`src/rtl/wb_clint_arbiter_pkg.sv`:
```
// Shared types and constants for the two-master CLINT Wishbone arbiter.
// Data width follows the core XLEN (64 when RV64I is defined, else 32).
package wb_clint_arbiter_pkg;

`ifdef RV64I
  localparam int DATA_SIZE = 64;
`else
  localparam int DATA_SIZE = 32;
`endif

  typedef enum logic {
    ST_IDLE = 1'b0,
    ST_BUSY = 1'b1
  } state_e;

  localparam logic [1:0] GNT_NONE = 2'b00;
  localparam logic [1:0] GNT_M0   = 2'b01;
  localparam logic [1:0] GNT_M1   = 2'b10;

endpackage

```
`src/rtl/wb_clint_arbiter_if.sv`:
```
// Bundle of both master ports, the slave port and the grant vector.
// slave modport is the arbiter's view; master modport is the environment's view.
interface wb_clint_arbiter_if #(
  parameter int AddrWidth = 3
);
  import wb_clint_arbiter_pkg::*;

  logic                 M0_CYC_I, M0_STB_I, M0_WE_I;
  logic [AddrWidth-1:0] M0_ADR_I;
  logic [DATA_SIZE-1:0] M0_DAT_I, M0_DAT_O;
  logic                 M0_ACK_O, M0_ERR_O;

  logic                 M1_CYC_I, M1_STB_I, M1_WE_I;
  logic [AddrWidth-1:0] M1_ADR_I;
  logic [DATA_SIZE-1:0] M1_DAT_I, M1_DAT_O;
  logic                 M1_ACK_O, M1_ERR_O;

  logic                 S_CYC_O, S_STB_O, S_WE_O;
  logic [AddrWidth-1:0] S_ADR_O;
  logic [DATA_SIZE-1:0] S_DAT_O, S_DAT_I;
  logic                 S_ACK_I;

  logic [1:0]           GNT_O;

  modport slave (
    input  M0_CYC_I, M0_STB_I, M0_WE_I, M0_ADR_I, M0_DAT_I,
    output M0_DAT_O, M0_ACK_O, M0_ERR_O,
    input  M1_CYC_I, M1_STB_I, M1_WE_I, M1_ADR_I, M1_DAT_I,
    output M1_DAT_O, M1_ACK_O, M1_ERR_O,
    output S_CYC_O, S_STB_O, S_WE_O, S_ADR_O, S_DAT_O,
    input  S_DAT_I, S_ACK_I,
    output GNT_O
  );

  modport master (
    output M0_CYC_I, M0_STB_I, M0_WE_I, M0_ADR_I, M0_DAT_I,
    input  M0_DAT_O, M0_ACK_O, M0_ERR_O,
    output M1_CYC_I, M1_STB_I, M1_WE_I, M1_ADR_I, M1_DAT_I,
    input  M1_DAT_O, M1_ACK_O, M1_ERR_O,
    input  S_CYC_O, S_STB_O, S_WE_O, S_ADR_O, S_DAT_O,
    output S_DAT_I, S_ACK_I,
    input  GNT_O
  );

endinterface

```
`src/rtl/wb_rr_picker.sv`:
```
// Combinational 2-way round-robin picker: one-hot grant, zero latency.
// On contention the master that did not win last time is chosen.
module wb_rr_picker
  import wb_clint_arbiter_pkg::*;
(
  input  logic [1:0] req_i,
  input  logic       last_grant_i,
  output logic [1:0] gnt_o
);

  always_comb begin
    gnt_o = GNT_NONE;
    if (&req_i) begin
      gnt_o = last_grant_i ? GNT_M0 : GNT_M1;
    end else if (req_i[0]) begin
      gnt_o = GNT_M0;
    end else if (req_i[1]) begin
      gnt_o = GNT_M1;
    end
  end

endmodule

```
`src/rtl/wb_clint_arbiter.sv`:
```
// Two-master round-robin Wishbone arbiter with no-ACK watchdog for the CLINT block.
// Request to S_CYC_O is one cycle; ACK/ERR return combinationally; one IDLE bubble between transfers.
module wb_clint_arbiter
  import wb_clint_arbiter_pkg::*;
#(
  parameter int AddrWidth     = 3,
  parameter int TimeoutCycles = 16
) (
  input logic              CLK_I,
  input logic              RST_NI,
  wb_clint_arbiter_if.slave bus
);

  localparam int              CntW    = (TimeoutCycles > 0) ? $clog2(TimeoutCycles + 1) : 1;
  localparam logic [CntW-1:0] CntLast = CntW'((TimeoutCycles > 0) ? TimeoutCycles - 1 : 0);
  localparam bit              WdogEn  = (TimeoutCycles != 0);

  state_e               state_q, state_d;
  logic [1:0]           grant_q, grant_d;
  logic                 last_q, last_d;
  logic [CntW-1:0]      cnt_q, cnt_d;

  logic [1:0]           req, pick;
  logic                 gidx, g_cyc, g_stb, g_we, tmo_hit;
  logic [AddrWidth-1:0] g_adr;
  logic [DATA_SIZE-1:0] g_dat;

  assign req = {bus.M1_CYC_I & bus.M1_STB_I, bus.M0_CYC_I & bus.M0_STB_I};

  wb_rr_picker u_picker (
    .req_i       (req),
    .last_grant_i(last_q),
    .gnt_o       (pick)
  );

  assign gidx  = grant_q[1];
  assign g_cyc = gidx ? bus.M1_CYC_I : bus.M0_CYC_I;
  assign g_stb = gidx ? bus.M1_STB_I : bus.M0_STB_I;
  assign g_we  = gidx ? bus.M1_WE_I  : bus.M0_WE_I;
  assign g_adr = gidx ? bus.M1_ADR_I : bus.M0_ADR_I;
  assign g_dat = gidx ? bus.M1_DAT_I : bus.M0_DAT_I;

  // ACK takes precedence: the watchdog only fires on a cycle without ACK.
  assign tmo_hit = WdogEn && (state_q == ST_BUSY) && g_cyc && !bus.S_ACK_I && (cnt_q == CntLast);

  always_ff @(posedge CLK_I or negedge RST_NI) begin
    if (!RST_NI) begin
      state_q <= ST_IDLE;
      grant_q <= GNT_NONE;
      last_q  <= 1'b1;
      cnt_q   <= '0;
    end else begin
      state_q <= state_d;
      grant_q <= grant_d;
      last_q  <= last_d;
      cnt_q   <= cnt_d;
    end
  end

  always_comb begin
    state_d = state_q;
    grant_d = grant_q;
    last_d  = last_q;
    cnt_d   = cnt_q;
    case (state_q)
      ST_IDLE: begin
        cnt_d = '0;
        if (|req) begin
          state_d = ST_BUSY;
          grant_d = pick;
        end
      end
      ST_BUSY: begin
        // ACK, watchdog expiry or the owner dropping CYC all end the transfer.
        if (bus.S_ACK_I || !g_cyc || tmo_hit) begin
          state_d = ST_IDLE;
          grant_d = GNT_NONE;
          last_d  = gidx;
          cnt_d   = '0;
        end else begin
          cnt_d = cnt_q + 1'b1;
        end
      end
      default: state_d = ST_IDLE;
    endcase
  end

  always_comb begin
    bus.S_CYC_O  = 1'b0;
    bus.S_STB_O  = 1'b0;
    bus.S_WE_O   = 1'b0;
    bus.S_ADR_O  = '0;
    bus.S_DAT_O  = '0;
    bus.M0_ACK_O = 1'b0;
    bus.M0_ERR_O = 1'b0;
    bus.M1_ACK_O = 1'b0;
    bus.M1_ERR_O = 1'b0;
    if (state_q == ST_BUSY) begin
      bus.S_CYC_O  = g_cyc;
      bus.S_STB_O  = g_cyc & g_stb;
      bus.S_WE_O   = g_we;
      bus.S_ADR_O  = g_adr;
      bus.S_DAT_O  = g_dat;
      bus.M0_ACK_O = ~gidx & bus.S_ACK_I & bus.M0_CYC_I;
      bus.M1_ACK_O =  gidx & bus.S_ACK_I & bus.M1_CYC_I;
      bus.M0_ERR_O = ~gidx & tmo_hit;
      bus.M1_ERR_O =  gidx & tmo_hit;
    end
  end

  assign bus.M0_DAT_O = bus.S_DAT_I;
  assign bus.M1_DAT_O = bus.S_DAT_I;
  assign bus.GNT_O    = grant_q;

endmodule

```
`src/flat_wrapper.sv`:
```
// flat-port wrapper written by rule: the top's interface ports become plain ports
module wb_clint_arbiter_flat import wb_clint_arbiter_pkg::*;
#(
  parameter int AddrWidth     = 3,
  parameter int TimeoutCycles = 16
)
  (CLK_I, RST_NI, bus_M0_CYC_I, bus_M0_STB_I, bus_M0_WE_I, bus_M0_ADR_I, bus_M0_DAT_I, bus_M0_DAT_O, bus_M0_ACK_O, bus_M0_ERR_O, bus_M1_CYC_I, bus_M1_STB_I, bus_M1_WE_I, bus_M1_ADR_I, bus_M1_DAT_I, bus_M1_DAT_O, bus_M1_ACK_O, bus_M1_ERR_O, bus_S_CYC_O, bus_S_STB_O, bus_S_WE_O, bus_S_ADR_O, bus_S_DAT_O, bus_S_DAT_I, bus_S_ACK_I, bus_GNT_O);
  wb_clint_arbiter_if #(.AddrWidth(AddrWidth)) bus_i ();
  input logic CLK_I;
  input logic RST_NI;
  input wire logic [$bits(bus_i.M0_CYC_I)-1:0] bus_M0_CYC_I;
  input wire logic [$bits(bus_i.M0_STB_I)-1:0] bus_M0_STB_I;
  input wire logic [$bits(bus_i.M0_WE_I)-1:0] bus_M0_WE_I;
  input wire logic [$bits(bus_i.M0_ADR_I)-1:0] bus_M0_ADR_I;
  input wire logic [$bits(bus_i.M0_DAT_I)-1:0] bus_M0_DAT_I;
  output wire logic [$bits(bus_i.M0_DAT_O)-1:0] bus_M0_DAT_O;
  output wire logic [$bits(bus_i.M0_ACK_O)-1:0] bus_M0_ACK_O;
  output wire logic [$bits(bus_i.M0_ERR_O)-1:0] bus_M0_ERR_O;
  input wire logic [$bits(bus_i.M1_CYC_I)-1:0] bus_M1_CYC_I;
  input wire logic [$bits(bus_i.M1_STB_I)-1:0] bus_M1_STB_I;
  input wire logic [$bits(bus_i.M1_WE_I)-1:0] bus_M1_WE_I;
  input wire logic [$bits(bus_i.M1_ADR_I)-1:0] bus_M1_ADR_I;
  input wire logic [$bits(bus_i.M1_DAT_I)-1:0] bus_M1_DAT_I;
  output wire logic [$bits(bus_i.M1_DAT_O)-1:0] bus_M1_DAT_O;
  output wire logic [$bits(bus_i.M1_ACK_O)-1:0] bus_M1_ACK_O;
  output wire logic [$bits(bus_i.M1_ERR_O)-1:0] bus_M1_ERR_O;
  output wire logic [$bits(bus_i.S_CYC_O)-1:0] bus_S_CYC_O;
  output wire logic [$bits(bus_i.S_STB_O)-1:0] bus_S_STB_O;
  output wire logic [$bits(bus_i.S_WE_O)-1:0] bus_S_WE_O;
  output wire logic [$bits(bus_i.S_ADR_O)-1:0] bus_S_ADR_O;
  output wire logic [$bits(bus_i.S_DAT_O)-1:0] bus_S_DAT_O;
  input wire logic [$bits(bus_i.S_DAT_I)-1:0] bus_S_DAT_I;
  input wire logic [$bits(bus_i.S_ACK_I)-1:0] bus_S_ACK_I;
  output wire logic [$bits(bus_i.GNT_O)-1:0] bus_GNT_O;
  assign bus_i.M0_CYC_I = bus_M0_CYC_I;
  assign bus_i.M0_STB_I = bus_M0_STB_I;
  assign bus_i.M0_WE_I = bus_M0_WE_I;
  assign bus_i.M0_ADR_I = bus_M0_ADR_I;
  assign bus_i.M0_DAT_I = bus_M0_DAT_I;
  assign bus_M0_DAT_O = bus_i.M0_DAT_O;
  assign bus_M0_ACK_O = bus_i.M0_ACK_O;
  assign bus_M0_ERR_O = bus_i.M0_ERR_O;
  assign bus_i.M1_CYC_I = bus_M1_CYC_I;
  assign bus_i.M1_STB_I = bus_M1_STB_I;
  assign bus_i.M1_WE_I = bus_M1_WE_I;
  assign bus_i.M1_ADR_I = bus_M1_ADR_I;
  assign bus_i.M1_DAT_I = bus_M1_DAT_I;
  assign bus_M1_DAT_O = bus_i.M1_DAT_O;
  assign bus_M1_ACK_O = bus_i.M1_ACK_O;
  assign bus_M1_ERR_O = bus_i.M1_ERR_O;
  assign bus_S_CYC_O = bus_i.S_CYC_O;
  assign bus_S_STB_O = bus_i.S_STB_O;
  assign bus_S_WE_O = bus_i.S_WE_O;
  assign bus_S_ADR_O = bus_i.S_ADR_O;
  assign bus_S_DAT_O = bus_i.S_DAT_O;
  assign bus_i.S_DAT_I = bus_S_DAT_I;
  assign bus_i.S_ACK_I = bus_S_ACK_I;
  assign bus_GNT_O = bus_i.GNT_O;
  wb_clint_arbiter #(.AddrWidth(AddrWidth), .TimeoutCycles(TimeoutCycles)) u_core (.CLK_I(CLK_I), .RST_NI(RST_NI), .bus(bus_i));
endmodule
```
`config.mk`:
```
export PLATFORM = sky130hd
export DESIGN_NAME = wb_clint_arbiter_flat
export DESIGN_NICKNAME = d
export VERILOG_FILES = /design/src/rtl/wb_clint_arbiter_pkg.sv /design/src/rtl/wb_clint_arbiter_if.sv /design/src/rtl/wb_rr_picker.sv /design/src/rtl/wb_clint_arbiter.sv /design/src/flat_wrapper.sv
export SDC_FILE = /design/constraint.sdc
export NUM_CORES = 1
export LEC_CHECK = 0
export ABC_AREA = 1
export CORE_AREA = 4 4 83 85
export CTS_CLUSTER_DIAMETER = 200
export DETAILED_ROUTE_END_ITERATION = 8
export DIE_AREA = 0 0 87 89
export DONT_BUFFER_PORTS = 1
export GPL_ROUTABILITY_DRIVEN = 0
export GPL_TIMING_DRIVEN = 0
export PLACE_DENSITY = 0.44
export SLEW_MARGIN = 20
export SYNTH_ARGS = -nofsm -noshare
export SYNTH_HDL_FRONTEND = slang
export SYNTH_SLANG_ARGS = --single-unit
```
`constraint.sdc`:
```
create_clock -name CLK_I -period 2.6 [get_ports CLK_I]
set_input_delay 0.39 -clock CLK_I [delete_from_list [all_inputs] [get_ports CLK_I]]
set_output_delay 0.39 -clock CLK_I [all_outputs]
set_load 0.01 [all_outputs]
```
# Word-level counts from Yosys, hierarchy flattened
# Index checks and enable logic that the tools add are counted.
dict set report word_totals {
  reg_bits 9
}
dict set report classes {
  addsub 1
  mux 26
  eq_ne 3
  n_reduce_logical 11
  bitwise 11
}
# op n
set ops {}
lappend ops {{2-to-1 mux 32 bit} 2}
lappend ops {{2-to-1 mux 1 bit} 12}
lappend ops {{2-to-1 mux 2 bit} 6}
lappend ops {{one-hot mux 5 bit (2 select lines)} 1}
lappend ops {{AND 1 bit} 9}
lappend ops {{2-to-1 mux 3 bit} 2}
lappend ops {{AND reduction 2 bit} 3}
lappend ops {{adder 5 x 1 -> 5 bit (second input constant)} 1}
lappend ops {{equality test 5 x 4 -> 1 bit (second input constant)} 1}
lappend ops {{2-to-1 mux 5 bit} 1}
lappend ops {{one-hot mux 2 bit (2 select lines)} 1}
lappend ops {{logical AND 1 bit} 3}
lappend ops {{zero test 1 bit} 2}
lappend ops {{logical OR 1 bit} 2}
lappend ops {{!= test 2 x 1 -> 1 bit (second input constant)} 1}
lappend ops {{!= test 2 bit (second input constant)} 1}
lappend ops {{NOT 1 bit} 2}
lappend ops {{one-hot mux 1 bit (2 select lines)} 1}
lappend ops {{OR reduction 2 bit} 1}

# Longest topological paths before layout
dict set report depth {
  word_depth 7
  ltp_mapped 9
  depth_no_buf 9
}

# Cells and area by module
# From an unflattened synthesis, not the netlist that was laid out.
dict set report hier_totals {
  hier_cells 252
  hier_area_um2 1507.7
}
# module n_inst area_each_um2 cells_each
set by_module_without_submodules {}
lappend by_module_without_submodules {wb_clint_arbiter 1 1486.4 247}
lappend by_module_without_submodules {wb_rr_picker 1 21.3 5}

# Worst setup path before layout
# OpenSTA, ideal clock, no wires.
dict set report synth_timing {
  path_type {register to output}
  startpoint {register u_core.grant_q[1], in the netlist u_core.bus.GNT_O[1]}
  endpoint {output port bus_M0_ERR_O}
  stages_incl_launch_ff 8
  path_buffers 0
  setup_slack_ps 1119
  t_arrival_ps 1091
  cell_sequence {dfrtp_1 -> inv_2 -> nand2_1 -> nand2_1 -> nand2_1 -> inv_2 -> nand3_1 -> nor2_1}
}
dict set report synth_between {
  elab_chain_cells 6
  elab_cells_between_ends 7
  classes_between {2 x mux; 2 x bitwise; 3 x reduce/logical}
}
# element line_no
set synth_rtl {}
lappend synth_rtl {{start: declaration} wb_clint_arbiter.sv:19} ;# logic [1:0] grant_q, grant_d;
lappend synth_rtl {{start signal: assignment} wb_clint_arbiter.sv:54} ;# grant_q <= grant_d;
lappend synth_rtl {{2-to-1 mux 1 bit} wb_clint_arbiter.sv:37} ;# assign g_cyc = gidx ? bus.M1_CYC_I : bus.M0_CYC_I;
lappend synth_rtl {{logical AND 1 bit (3 in series)} wb_clint_arbiter.sv:44} ;# assign tmo_hit = WdogEn && (state_q == ST_BUSY) && g_cyc && !bus.S_ACK_I && (cnt_q == CntLast);
lappend synth_rtl {{AND 1 bit *} wb_clint_arbiter.sv:106} ;# bus.M0_ERR_O = ~gidx & tmo_hit;
lappend synth_rtl {{2-to-1 mux 1 bit *} wb_clint_arbiter.sv:98} ;# if (state_q == ST_BUSY) begin
lappend synth_rtl {{end: declaration} flat_wrapper.sv:18} ;# output wire logic [$bits(bus_i.M0_ERR_O)-1:0] bus_M0_ERR_O;
# Mark *: on every way between the ends. The rest lies on a longest branch, timed or not.

# Worst setup path after layout
dict set report layout_timing {
  startpoint {register u_core.grant_q[1], in the netlist u_core.bus.GNT_O[1]}
  endpoint {output port bus_S_DAT_O[12]}
}
dict set report layout_between {
  elab_chain_cells 2
}
# element line_no
set layout_rtl {}
lappend layout_rtl {{2-to-1 mux 32 bit} wb_clint_arbiter.sv:41} ;# assign g_dat = gidx ? bus.M1_DAT_I : bus.M0_DAT_I;
lappend layout_rtl {{2-to-1 mux 32 bit} wb_clint_arbiter.sv:98}
lappend layout_rtl {{end: declaration} flat_wrapper.sv:31} ;# output wire logic [$bits(bus_i.S_DAT_O)-1:0] bus_S_DAT_O;
# No other way between the ends.

==> flow_metrics.env <==
export IMPL_status="finished clean"
export IMPL_cts_sinks=9
export IMPL_gr_usage_all_layers_pct=12.2
export IMPL_fin_crit_sh_pct=81.0
export IMPL_drtIter0Drc=57
export IMPL_avgSynthCellArea_um2=6.13
export IMPL_cap_violations=0
export IMPL_synth_top_family_by_area="buffers and inverters"
export IMPL_ctsHoldBuffers=1
export IMPL_antenna_cells=0
export IMPL_ys_ff_latch=9
export IMPL_drc=0
export IMPL_grt_pass1_vias=1292
export IMPL_path_class="flip-flop to output pin"
export IMPL_ys_types=18
export IMPL_skew_ns=0.00197
export IMPL_reg2reg_from="u_core.cnt_q[0]$_DFF_PN0_"
export IMPL_synth_area_um2=1500
export IMPL_postRouteAntennaNets=0
export IMPL_path_clk_slew_ns=0.05
export IMPL_fp_dieW_um=87
export IMPL_drt_wirelength_per_cell_um=17.5
export IMPL_clk_path_buf_depth=2
export IMPL_dieArea_um2=7740
export IMPL_vias=1465
export IMPL_antenna_found_initial=0
export IMPL_row_count=29
export IMPL_yosys_area_share_adder_pct=1.67
export IMPL_final_area_um2=1650
export IMPL_rrSetupSlack_ns=1.12
export IMPL_r2r_cells=7
export IMPL_synth_compound_area_share_pct=15.6
export IMPL_syn_instance_count=244
export IMPL_drt_pass1_iterations=4
export IMPL_nFillCells=717
export IMPL_instances_no_fill=326
export IMPL_hpwl_um=4930
export IMPL_fin_crit_ns=2.11
export IMPL_layout_commonest_cell="nand2_1"
export IMPL_syn_nets=357
export IMPL_hold_viol=0
export IMPL_port_buffer_count=0
export IMPL_die_h_um=89
export IMPL_yosysWarnings=0
export IMPL_insertion_delay_ns=0.24
export IMPL_vdd_drop_max_uv=297
export IMPL_cellLeakagePower_nw=0.820
export IMPL_grt_max_degree=11
export IMPL_worstSetupEndpointType="output pin"
export IMPL_cts_setup_buffers=0
export IMPL_dp_cells=321
export IMPL_rsz0062_at_grt="false"
export IMPL_max_slew_margin_rel_pct=67.0
export IMPL_synth_area_leaders="buf_4 (34%), nand2_1 (22%), dfrtp_1 (13%), a21oi_1 (9.0%), a21oi_2 (5.9%)"
export IMPL_routed_wl_um=5720
export IMPL_numCtsBuffers=3
export IMPL_placed_cell_area_um2=1590
export IMPL_final_cell_mix="nand2_1 (88), buf_4 (67), a21oi_1 (27)"
export IMPL_finalSetupTns_ns=0
export IMPL_area_growth_pct=10.1
export IMPL_cts_resized=0
export IMPL_cts_max_level=1
export IMPL_worstHoldStart="bus_M0_STB_I"
export IMPL_synth_top_area_share_pct=33.6
export IMPL_worstSetupStartpoint="u_core.bus.GNT_O[1]$_DFFE_PN0P_"
export IMPL_yosys_area_share_simple_pct=28.7
export IMPL_worst_pin_slew_ns=0.491
export IMPL_routed_via_density=4.49
export IMPL_holdPathEnd="u_core.bus.GNT_O[1]$_DFFE_PN0P_"
export IMPL_cellPowerDensity_nw_per_um2=518
export IMPL_synth_seq_area_share_pct=15.1
export IMPL_nets=363
export IMPL_setup_viol=0
export IMPL_synth_xor_area_share_pct=0.586
export IMPL_final_max_slew_viol_count=0
export IMPL_overflow=0
export IMPL_layout_drive_gt1_share_pct=36.1
export IMPL_hold_path_class="primary input to flip-flop"
export IMPL_worstPathArrival_ns=1.72
export IMPL_ios=219
export IMPL_coreArea_um2=6200
export IMPL_yosys_area_top_type="buf_4"
export IMPL_hold_depth=3
export IMPL_initial_core_util_pct=24.1
export IMPL_muxShareOfSynthArea_pct=0
export IMPL_clock_fmax_mhz=475
export IMPL_clockRootBuffer="clkbuf_8"
export IMPL_cts_tree="built"
export IMPL_grt_pass1_wl_um=7270
export IMPL_critPathRequiredTime_ns=2.21
export IMPL_start_kind="flip-flop"
export IMPL_crit_fanout=10
export IMPL_rr_endpoint="u_core.cnt_q[2]$_DFF_PN0_"
-- cells in the mapped netlist --
library cell  instances
xor2_1                1
inv_1                 5
dfrtp_1               8
inv_2                 3
nand2_1              88
o21ai_1               1
a21oi_2              10
buf_4                67
nor3_1                3
nand4_2               1
ha_1                  2
dfstp_2               1
nor2_1               11
a21oi_1              27
o21ai_0               1
clkbuf_1              4
buf_2                 5
nand3_1               6
-- flip-flops by register name, indices dropped and copies added (netlist names) --
register,flops
u_core.last_q,1
u_core.bus.GNT_O,2
u_core.state_q,1
u_core.cnt_q,5
-- through the flow --
step	worst slack [ns]	hold slack (ns)	power, W	utilization (%)
final	0.494	0.341	0.000853	26.5
after global routing	0.362	0.346	0.000931	26.5
after CTS	0.399	0.334	0.000874	26.5
after detailed placement	0.666	0.0946	0.000699	25.7
after global placement	0.673	0.0947	0.000696	25.7
after floorplan	1.12	0.0944	0.000589	-
-- power by group --
| group | switching [W] | total, W | internal [W] | leakage [nW] |
|---|---|---|---|---|
| clock network | 0.0000591 | 0.000166 | 0.000107 | 0.0228 |
| registers | 0.0000229 | 0.000184 | 0.000161 | 0.118 |
| logic | 0.000337 | 0.000502 | 0.000165 | 0.679 |
| total | 0.000419 | 0.000853 | 0.000434 | 0.820 |
-- worst max path at each step --
stage / end / slack [ns] / depth (start not counted)
finish: bus_S_DAT_O[12] / 0.49 / 4
global route: bus_S_DAT_O[12] / 0.36 / 4
CTS: bus_S_DAT_O[12] / 0.40 / 4
detailed placement: bus_S_DAT_O[12] / 0.67 / 4
global placement: bus_S_DAT_O[12] / 0.67 / 4
floorplan: bus_M0_ERR_O / 1.12 / 7
-- kinds of logic after synthesis --
kind of cell    Yosys count
buf+inv                  84
fa+ha+maj                 2
flops                     9
simple gates            109
xor+xnor                  1
compound gates           39
-- metal layers --
metal | global-route usage (%) | share of wire, %
met5 | 0 | 0
met4 | 2.55 | 0.54
met3 | 3.69 | 13
met2 | 21.6 | 52
met1 | 14.6 | 35
-- area by class of cell --
| class | instances | area, um^2 | area share [%] |
|---|---|---|---|
| repair buffers | 1 | 10.0 | 0.608 |
| well taps | 77 | 96.3 | 5.85 |
| flip-flops and latches | 9 | 226 | 13.8 |
| clock buffers | 4 | 45.0 | 2.74 |
| multi-input cells | 151 | 696 | 42.2 |
| plain buffers | 76 | 543 | 33.0 |
| inverters | 8 | 30.0 | 1.82 |
-- critical path: stages, from the launching register on --
cell      delay, ns
dfrtp_1        0.47
inv_2          0.12
clkbuf_1       0.37
nand2_1        0.16
a21oi_1        0.34
(Power assumes the default switching activity.)
